`src/rtl/branch_predictor.sv`:
```
// Direct-mapped branch predictor: per-entry tag, 2-bit saturating counter and
// 32-bit target. Zero-latency lookup at fetch, training and mispredict
// detection at execute, plus resolved-branch and mispredict counters.
module branch_predictor #(
    parameter int ENTRIES = 16
) (
    input  logic        clk,
    input  logic        rst_n,
    input  logic [31:0] if_pc,
    output logic        pred_taken,
    output logic [31:0] pred_target,
    input  logic        ex_valid,
    input  logic [31:0] ex_pc,
    input  logic        ex_taken,
    input  logic [31:0] ex_target,
    input  logic        ex_pred_taken,
    input  logic [31:0] ex_pred_target,
    output logic        redirect,
    output logic [31:0] redirect_pc,
    output logic [31:0] br_count,
    output logic [31:0] mis_count
);

    localparam int IDX_W = $clog2(ENTRIES);
    localparam int TAG_W = 30 - IDX_W;

    logic             valid   [ENTRIES];
    logic [TAG_W-1:0] tag_mem [ENTRIES];
    logic [1:0]       ctr     [ENTRIES];
    logic [31:0]      tgt     [ENTRIES];

    logic [IDX_W-1:0] if_idx;
    logic [TAG_W-1:0] if_tag;
    logic             if_hit;
    logic [IDX_W-1:0] ex_idx;
    logic [TAG_W-1:0] ex_tag;
    logic             ex_hit;

    // Instructions are word aligned, so the low two PC bits carry no information.
    logic unused_pc_bits;
    assign unused_pc_bits = ^{if_pc[1:0], ex_pc[1:0]};

    function automatic logic [1:0] sat_inc2(input logic [1:0] c);
        return (c == 2'b11) ? c : c + 2'd1;
    endfunction

    function automatic logic [1:0] sat_dec2(input logic [1:0] c);
        return (c == 2'b00) ? c : c - 2'd1;
    endfunction

    function automatic logic [31:0] sat_inc32(input logic [31:0] c);
        return (c == 32'hFFFF_FFFF) ? c : c + 32'd1;
    endfunction

    assign if_idx = if_pc[IDX_W+1:2];
    assign if_tag = if_pc[31:IDX_W+2];
    assign ex_idx = ex_pc[IDX_W+1:2];
    assign ex_tag = ex_pc[31:IDX_W+2];

    // Fetch-side lookup: reads only pre-edge table state, never the ex_* inputs.
    always_comb begin
        if_hit      = valid[if_idx] && (tag_mem[if_idx] == if_tag);
        pred_taken  = if_hit && ctr[if_idx][1];
        pred_target = pred_taken ? tgt[if_idx] : if_pc + 32'd4;
    end

    // Execute-side mispredict detection and the corrected fetch address.
    always_comb begin
        ex_hit      = valid[ex_idx] && (tag_mem[ex_idx] == ex_tag);
        redirect    = ex_valid && ((ex_taken != ex_pred_taken) ||
                                   (ex_taken && (ex_target != ex_pred_target)));
        redirect_pc = ex_taken ? ex_target : ex_pc + 32'd4;
    end

    // Table training, allocation on taken misses, and statistics counters.
    always_ff @(posedge clk) begin
        if (!rst_n) begin
            for (int i = 0; i < ENTRIES; i++) begin
                valid[i]   <= 1'b0;
                tag_mem[i] <= '0;
                ctr[i]     <= 2'b00;
                tgt[i]     <= 32'd0;
            end
            br_count  <= 32'd0;
            mis_count <= 32'd0;
        end else begin
            if (ex_valid) begin
                br_count <= sat_inc32(br_count);
                if (ex_hit) begin
                    ctr[ex_idx] <= ex_taken ? sat_inc2(ctr[ex_idx]) : sat_dec2(ctr[ex_idx]);
                    if (ex_taken) begin
                        tgt[ex_idx] <= ex_target;
                    end
                end else if (ex_taken) begin
                    // Direct-mapped: a taken miss evicts whatever lives at this index.
                    valid[ex_idx]   <= 1'b1;
                    tag_mem[ex_idx] <= ex_tag;
                    ctr[ex_idx]     <= 2'b10;
                    tgt[ex_idx]     <= ex_target;
                end
            end
            if (redirect) begin
                mis_count <= sat_inc32(mis_count);
            end
        end
    end

endmodule

```
`config.mk`:
```
export PLATFORM = sky130hd
export DESIGN_NAME = branch_predictor
export DESIGN_NICKNAME = d
export VERILOG_FILES = /design/src/rtl/branch_predictor.sv
export SDC_FILE = /design/constraint.sdc
export NUM_CORES = 2
export LEC_CHECK = 0
export ABC_AREA = 0
export BUFFER_PORTS_ARGS = -buffer_cell sky130_fd_sc_hd__buf_4
export CAP_MARGIN = 5
export CORE_MARGIN = 1
export CORE_UTILIZATION = 30
export CTS_CLUSTER_SIZE = 8
export DETAILED_ROUTE_END_ITERATION = 8
export MAX_ROUTING_LAYER = met4
export SETUP_SLACK_MARGIN = 0.05
export SYNTH_ARGS = -nofsm -noshare
export SYNTH_HDL_FRONTEND = slang
export SYNTH_SLANG_ARGS = --single-unit
```
`constraint.sdc`:
```
create_clock -name clk -period 5.7 [get_ports clk]
set_input_delay 0.57 -clock clk [delete_from_list [all_inputs] [get_ports clk]]
set_output_delay 0.57 -clock clk [all_outputs]
set_load 0.01 [all_outputs]
```
==> impl_results.md <==
- Initial core utilization: 0.302
- Final Cycle Share: 0.957
- Warnings from Yosys: 0
- Final setup fails: 0
- Worst slew pin tran: 1.31 ns
- Boundary Pins: 263
- Ys flop type: edfxtp_1
- RSZ-0062 raised after global routing: no
- Post-Syn Area: 0.0547 mm²
- Buf+Inv Stages, Crit Path: 5
- Final #Nets: 4,340
- Post-CTS Hold Buffers: 0
- Core Area: 0.181 mm²
- GPL Wtd Cong: 0.973
- Grt total ovfl: 0
- PwrDens: 305 mW/mm²
- Most common cell after layout, fill and taps aside: edfxtp_1
- Die Area: 0.184 mm²
- Htree depth: 4
- Hold Path Class: in -> reg
- CP Data Arrival Time: 4.89 ns
- EDFF count, synth: 960
- First-pass GRT wire length: 287,000 µm
- DRC: 0
- Post-synthesis cell count: 4,051
- Placed Area: 0.0597 mm²
- Avg Vias per Cell: 5.77
- Slowest stage cell on the critical path: and2_1
- Crit path max fanout: 60
- Seq cells post-synth: 1,040
- Chip Width: 429 µm
- Headroom to the max-slew limit: 0.127
- Post-route clock skew: 0.0950 ns
- Max Cap Viol: 0
- Clk sinks: 1,040
- Final setup margin: 0.243 ns
- TritonRoute pass-1 iters: 6
- Routed WL: 204,000 µm
- Antenna violations before repair: 8
- Startpoint types: primary input
- Die H: 429 µm
- Core Rows: 156
- Max-slew violations: 0
- Max stage delay on crit path: 0.57 ns
- Placed Cells: 6,419
- Filler Cells Inserted: 17,200
- CP Capture Type: output port
- Final Hold Viols: 0
- Vias in the first global route: 37,700
- VDD IR-drop max: 0.000243 V
- Initial drt markers: 5,032
- Finished Layout Cells: 6,614
- Final min period: 5.46 ns
- CTS buffer count: 149
- Clock Latency Late Sink: 0.84 ns
- Reg clk slew, reported paths: 0.05 ns
- Critical path required time: 5.13 ns
- TNS Setup: 0 ns
- Status: finished clean
- Root buf cell: clkbuf_16
- Worst slack, placed: 0.0923 ns
- HPWL Detailed: 130,000 µm
- Kind of critical path: in -> out
- Resize count post-CTS: 0
- Crit-path most repeated cell: buf_4
- CTS tree: built
- CP cell instances: buf_8 > buf_12 > and2_1 > buf_4 > a221oi_1 > o21ai_1 > xnor2_1 > a2111oi_0 > and3_1 > nand4b_1 > buf_4 > mux2_2 > buf_4
- Synth-to-layout area growth: 17.0%
- Max frequency: 183 MHz
- Via count: 38,200
- Fin area: 0.0640 mm²
- Post-CTS Setup Inserts: 0
- Synth unique cells: 82
- Fraction of layout cells with a size suffix above 1: 0.246
- Routed WL per cell: 30.9 µm
- Syn Nets: 4,191
- Detail Route Antenna Nets: 0
- Synth Area per Inst: 13.5 µm²
- CP delay by family, top: buffers and inverters
- Commonest non-fill, non-tap cells in the layout: edfxtp_1, and3_1, buf_4, and2_1, mux4_2
- Largest net degree at the start of global routing: 130
- Bufs on Longest Clock Path: 3
- Ys async rst share: 0
- Port-buffer cells: 262
- Sequential area share after synthesis: 0.557
- GRT Overall Usage: 0.224
- Leakage power: 24.1 nW
==> layer usage <==
layer  vias to the layer above  part of all wire  track usage
li1                      15800                 -            -
met2                      2294              0.46        0.340
met3                       492             0.082       0.0368
met1                     19600              0.38        0.274
met4                         0             0.076        0.152
met5                         -                 0            -
==> area by class of cell <==
cell class / count / area, µm² / area share
tap: 2370 / 2970 / 0.0464
clock buffer: 166 / 3790 / 0.0593
sequential: 1040 / 30400 / 0.476
timing repair buffer: 423 / 3540 / 0.0553
multi-input combinational: 2553 / 22600 / 0.353
inverter: 33 / 124 / 0.00194
clock inverter: 19 / 474 / 0.00741
antenna: 10 / 25.0 / 0.000391
==> path summary, 6_finish.rpt <==
path | cells past startpoint | to | slack [ns] | from
min | 2 | tgt[15][5] | 0.19 | ex_target[5]
max reg2reg | 11 | tag_mem[14][10] | 1.28 | tag_mem[15][9]
min reg2reg | 1 | valid[6] | 0.48 | valid[6]
max | 13 | pred_target[5] | 0.24 | if_pc[2]
==> power by group <==
| part | total [mW] | internal [mW] | switching [mW] |
|---|---|---|---|
| registers | 8.89 | 8.72 | 0.170 |
| logic | 2.29 | 0.854 | 1.43 |
| clock network | 8.31 | 4.78 | 3.52 |
==> Yosys cell counts, types with 10 or more instances <==
cell	n	area share
xnor2_1	96	0.015
edfxtp_1	960	0.53
dfxtp_1	80	0.029
a21boi_0	20	0.0027
buf_4	11	0.0015
mux2_2	47	0.0097
nor2b_1	23	0.0026
a211oi_1	10	0.0014
nor3_1	169	0.015
a21o_1	15	0.0021
and3_1	499	0.057
nand2_1	181	0.012
buf_1	24	0.0016
nor2_1	94	0.0065
or3_1	23	0.0026
a221oi_1	15	0.0024
buf_2	64	0.0059
and2_1	355	0.041
a31o_2	11	0.0018
clkbuf_1	313	0.021
inv_1	30	0.0021
mux4_2	325	0.13
a22oi_1	27	0.0037
and4_1	17	0.0027
nand2b_1	15	0.0017
mux2i_1	131	0.024
nand3_1	53	0.0049
mux4_1	17	0.0082
nor4_1	17	0.0019
a22o_1	16	0.0026
xor2_1	82	0.013
nand4_1	27	0.0031
o211a_1	10	0.0018
o21ai_0	96	0.0088
a21oi_1	32	0.0029
==> sequential cells by signal, indices dropped and copies added (netlist names) <==
| register | count |
|---|---|
| tag_mem | 416 |
| br_count | 32 |
| ctr | 32 |
| valid | 16 |
| tgt | 512 |
| mis_count | 32 |
==> per-stage QoR <==
step                total power [mW]  hold WS (ns)  utilization
finish                          19.5         0.186        0.353
global route                    19.9         0.174        0.353
CTS                             19.5         0.117        0.353
detailed placement              11.3         0.464        0.330
global placement                11.3         0.456        0.330
floorplan                       10.2         0.433            -
==> kinds of logic after synthesis <==
group / synth area share
adders and majority gates: 0.00197
xor gates and xnor gates: 0.0285
AOI/OAI and AO/OA: 0.0442
DFF: 0.557
and+or+nand+nor: 0.157
buffers and inverters: 0.0360
muxes: 0.176
(Power assumes the default switching activity.)
